## src/rtl/cp0_timer.sv

```systemverilog
// cp0_timer: CP0 status/cause/EPC registers with a prescaled Count/Compare timer
//   clk, reset (sync, active-low)   clock and reset
//   rd_addr/rd_data                 mfc0 register read (combinational)
//   wr_addr/wr_data/wr_en           mtc0 register write
//   epc_in/exc_code_in/bd_in        M-stage exception information
//   hw_int                          level-sensitive interrupt lines
//   eret                            return from exception, clears EXL
//   req                             take exception/interrupt this cycle
//   epc_out                         current EPC
//   timer_irq                       timer pending bit (Cause.TI)
module cp0_timer #(
  parameter int N_INT = 6,
  parameter int TIMER_LINE = 5,
  parameter int PRESCALE = 1
) (
  input  logic             clk,
  input  logic             reset,
  input  logic [4:0]       rd_addr,
  input  logic [4:0]       wr_addr,
  input  logic [31:0]      wr_data,
  input  logic             wr_en,
  input  logic [31:0]      epc_in,
  input  logic [4:0]       exc_code_in,
  input  logic             bd_in,
  input  logic [N_INT-1:0] hw_int,
  input  logic             eret,
  output logic             req,
  output logic [31:0]      epc_out,
  output logic [31:0]      rd_data,
  output logic             timer_irq
);
  logic             r_ie, r_exl, r_bd, r_ti;
  logic [N_INT-1:0] r_im, r_ip;
  logic [4:0]       r_exc;
  logic [31:0]      r_epc, r_count, r_compare;
  logic [7:0]       r_pre;
  logic [N_INT-1:0] w_eff;
  logic             w_int_req, w_exc_req, w_wr, w_tick;
  logic             w_wr_sr, w_wr_epc, w_wr_cnt, w_wr_cmp;
  logic [31:0]      w_count_inc, w_sr, w_cause;
  assign w_eff       = hw_int | (N_INT'(r_ti) << TIMER_LINE);
  assign w_int_req   = |(w_eff & r_im) & r_ie & ~r_exl;
  assign w_exc_req   = ~r_exl & (exc_code_in != 5'd0);
  assign req         = w_int_req | w_exc_req;
  // mtc0 is dropped whenever an exception/interrupt is being taken
  assign w_wr        = wr_en & ~req;
  assign w_wr_sr     = w_wr & (wr_addr == 5'd12);
  assign w_wr_epc    = w_wr & (wr_addr == 5'd14);
  assign w_wr_cnt    = w_wr & (wr_addr == 5'd9);
  assign w_wr_cmp    = w_wr & (wr_addr == 5'd11);
  assign w_tick      = r_pre == 8'(PRESCALE - 1);
  assign w_count_inc = r_count + 32'd1;
  assign w_sr        = (32'(r_im) << 10) | {30'd0, r_exl, r_ie};
  assign w_cause     = {r_bd, r_ti, 30'd0} | (32'(r_ip) << 10) | {25'd0, r_exc, 2'b00};
  assign epc_out     = r_epc;
  assign timer_irq   = r_ti;
  always_comb begin
    rd_data = rd_addr == 5'd12 ? w_sr :
              rd_addr == 5'd13 ? w_cause :
              rd_addr == 5'd14 ? r_epc :
              rd_addr == 5'd9  ? r_count :
              rd_addr == 5'd11 ? r_compare : 32'd0;
  end
  always_ff @(posedge clk) begin
    if (!reset) begin
      r_ie      <= 1'b0;
      r_exl     <= 1'b0;
      r_im      <= '0;
      r_bd      <= 1'b0;
      r_ti      <= 1'b0;
      r_ip      <= '0;
      r_exc     <= 5'd0;
      r_epc     <= 32'd0;
      r_count   <= 32'd0;
      r_compare <= 32'hFFFF_FFFF;
      r_pre     <= 8'd0;
    end else begin
      r_ip  <= w_eff;
      r_pre <= (w_wr_cnt | w_tick) ? 8'd0 : r_pre + 8'd1;
      r_count <= w_wr_cnt ? wr_data : w_tick ? w_count_inc : r_count;
      if (w_wr_cmp) r_compare <= wr_data;
      // a Compare write clears TI even if the match lands on the same edge
      r_ti <= w_wr_cmp ? 1'b0 : (w_tick & ~w_wr_cnt & (w_count_inc == r_compare)) ? 1'b1 : r_ti;
      if (req) begin
        r_exl <= 1'b1;
        r_bd  <= bd_in;
        r_exc <= w_int_req ? 5'd0 : exc_code_in;
        r_epc <= bd_in ? epc_in - 32'd4 : epc_in;
      end else begin
        if (w_wr_sr) begin
          r_ie  <= wr_data[0];
          r_exl <= wr_data[1];
          r_im  <= wr_data[10 +: N_INT];
        end
        if (eret) r_exl <= 1'b0;
        if (w_wr_epc) r_epc <= wr_data;
      end
    end
  end
endmodule

```

## config.mk

```make
export PLATFORM = sky130hd
export DESIGN_NAME = cp0_timer
export DESIGN_NICKNAME = d
export VERILOG_FILES = /design/src/rtl/cp0_timer.sv
export SDC_FILE = /design/constraint.sdc
export NUM_CORES = 1
export LEC_CHECK = 0
export ABC_AREA = 1
export BUFFER_PORTS_ARGS = -buffer_cell sky130_fd_sc_hd__clkbuf_2
export CORE_UTILIZATION = 45
export CTS_CLUSTER_DIAMETER = 80
export CTS_CLUSTER_SIZE = 24
export DETAILED_ROUTE_END_ITERATION = 7
export PLACE_DENSITY = 0.72
export SYNTH_ARGS = -nofsm -noshare
export SYNTH_HDL_FRONTEND = slang
export SYNTH_SLANG_ARGS = --single-unit
```

## constraint.sdc

```tcl
create_clock -name clk -period 2.55 [get_ports clk]
set_clock_uncertainty 0.2 [all_clocks]
set_input_delay 0.51 -clock clk [delete_from_list [all_inputs] [get_ports clk]]
set_output_delay 0.51 -clock clk [all_outputs]
set_load 0.005 [all_outputs]
```

==> results.toml <==
[critical_path]
cp.arrival_ns = 1.81
crit_slowest_cell = "nor4_4"
cp-end-kind = "output pin"
path_delay_family = "buffers and inverters"
max_stage_delay_ns = 0.36
crit_buf_inv = 4
cp.required_ns = 1.84
cp_cell_sequence = "buf_8 > nor4_4 > buf_4 > buf_12 > a221oi_2 > o21ai_1 > clkbuf_2"
critPathMaxFanout = 13
worstSetupPathType = "input port to output pin"
startpoint_type = "input port"

[final_layout]
fin_nets = 1609
layout-drive-gt1-share_pct = 19.9
antenna_cells = 0
syn_to_final_growth_pct = 26.7

[route]
drt_iter0_markers = 1004
vias_per_cell = 5.50
top_layer = "met4"
met1Wirelength_um = 12500
wl_per_cell_um = 17.4
met2_length_um = 13900
wl_um = 30500
dr.pass1.iters = 6
wl_met3_um = 2650
dr_total_vias = 9657
drc = 0
ant_nets = 0

[clock_tree]
cts.sinks = 125
cts-htree-levels = 4
clkLatencyLatePin_ns = 0.43
cts_tree = "built"
hold_buffers = 0
cts_buffers = 17
cts-root-buf = "clkbuf_16"
clk_path_buf_depth = 2
clk_pin_slew_ns = 0.06

[floorplanning]
die_h_um = 137
die_area_um2 = 18800
rows = 49
io_pins = 156
core_area_um2 = 17900
die_w_um = 137
initial_core_util_pct = 45.8

[sta]
slew_headroom_pct = 69.0
tns_ns = 0
finalSetupViolations = 0
finalHoldViolCount = 0
fin_ws_ns = 0.0329
fin_crit_ns = 2.52
drv_slew = 0
tightest_slew_ns = 0.465
fmax_mhz = 397
finalCritPeriodShare_pct = 98.7
rsz0062_at_grt = "yes"

[global_route]
grt_first_pass_wirelength_um = 46200
grt_pass1_vias = 8648
grt_overflow = 0
grt_max_degree = 57
grtUsageTotal_pct = 32.8
antenna_found_initial = 0

[synthesis]
ys_ff_latch = 125
syn_area_per_cell_um2 = 6.15
synth_common_cells = "nand2_1, inv_1, dfxtp_1"
ys_async_sr_fraction_pct = 0
synth-edff-count = 0
synthFlopType = "dfxtp_1"
yosysUniqueCellTypes = 43
yosysSeqAreaShare_pct = 30.5
yosysWarningCount = 0
netlist.area_leader.share_pct = 30.5
yosys.cell_count.top_type = "nand2_1"
syn-num-nets = 1427
syn_area_um2 = 8200
synth_area_leaders = "dfxtp_1, nand2_1, inv_1"
synth_top_cell_by_area = "dfxtp_1"
synthCells = 1333

[run_status]
status = "completed"

[worst_hold_path]
hp-class = "input port to flip-flop"

[power_and_ir_drop]
p_leak_nw = 5.03
powerDensity_nw_per_um2 = 502
irDropWorstVdd_mv = 0.646

[placed_design]
pre_cts_ws_ns = -0.188
port-buffer-count = 155
place_hpwl_um = 23000
place_congestion = 0.971

[flow_run]
max-cap-violations = 0
-- placed cells by master (no fill, tap or decap), types with 5 or more instances in the layout --
cell type,count
nand2_2,11
clkbuf_2,150
dfxtp_1,125
nor2_2,11
buf_12,8
inv_2,7
clkinvlp_4,7
a21oi_1,78
o21ai_1,6
nand3_1,88
nand2_1,384
clkbuf_16,18
a31oi_1,9
o22ai_1,18
nand4_1,19
o221ai_1,15
xnor2_1,11
xor2_1,20
buf_6,5
nor2_4,8
o21ai_0,98
o211ai_1,22
nor3_1,11
nor2_1,117
buf_4,46
inv_1,177
-- power by group --
group	leakage (nW)	switching [mW]	total, mW	internal, mW
Clock	0.282	0.971	2.49	1.52
Combinational	3.73	0.371	0.617	0.246
Sequential	1.02	0.0821	2.11	2.02
Total	5.03	1.42	5.22	3.79
-- what timing repair did --
item / CTS / global route
resized for setup: 9 / 39
hold endpoints to repair: 0 / 0
setup buffers: 3 / 8
gates cloned: 0 / 1
endpoints found under the setup margin: 6 / 22
pin swaps: 3 / 8
-- registers in the layout (all words and copies together), names as in the netlist --
name and count:
epc_out 32, r_bd 1, r_compare 32, r_count 32, r_exc 5, r_exl 1, r_ie 1, r_im 6
r_ip 6, r_pre 8, timer_irq 1
-- path summary, 6_finish.rpt --
kind / start / endpoint / slack [ns] / cells after the start
max: rd_addr[4] / rd_data[30] / 0.03 / 7
min: hw_int[1] / r_ip[1]$_SDFF_PN0_ / 0.07 / 3
max reg2reg: r_count[1]$_SDFFE_PN0P_ / timer_irq$_SDFFE_PP0P_ / 0.07 / 14
min reg2reg: r_exc[0]$_SDFFE_PN0N_ / r_exc[0]$_SDFFE_PN0N_ / 0.26 / 2
-- cell type report --
cell class                      count  area, um2
Clock inverter                     11        134
Fill cell                        1739       7510
Timing Repair Buffer              213       1360
Multi-Input combinational cell    969       4920
Clock buffer                       20        467
Sequential cell                   125       2500
Tap cell                          229        287
Inverter                          189        721
-- per-stage QoR --
stage / util [%] / cell area, um2 / power, mW / std cells / hold WS [ns]
CTS: 56.7 / 10100 / 5.19 / 1747 / 0.0675
detailed placement: 53.1 / 9500 / 2.73 / 1713 / 0.255
floorplan: - / 8200 / 2.40 / 1333 / 0.230
global placement: 53.1 / 9500 / 2.73 / 1713 / 0.245
finish: 58.1 / 10400 / 5.22 / 1756 / 0.0747
global route: 58.1 / 10400 / 5.38 / 1756 / 0.0904
-- cell families (layout without fill, tap and decap cells) --
logic type      Yosys count  count (layout)  share of synthesized area [%]
xor+xnor                 33              33                           3.86
flops                   125             125                           30.5
buf+inv                 239             433                           11.3
fa+ha+maj                 4               4                          0.610
simple gates            669             669                           35.2
compound gates          263             263                           18.5
-- worst reg2reg max path, delay by kind of cell (launching register included) --
family / cells / cell delay, ns
buffers and inverters: 1 / 0.15
AOI/OAI and AO/OA: 1 / 0.13
adders and majority gates: 1 / 0.24
DFF: 1 / 0.39
and+or+nand+nor: 11 / 1.32
-- metal layers --
| layer | GRT usage (%) | vias up |
|---|---|---|
| met5 | 0 | - |
| met4 | 16.4 | 0 |
| met3 | 5.96 | 86 |
| met2 | 52.8 | 526 |
| met1 | 41.8 | 4321 |
| li1 | - | 4724 |
Power figures use the tool's default switching activity.
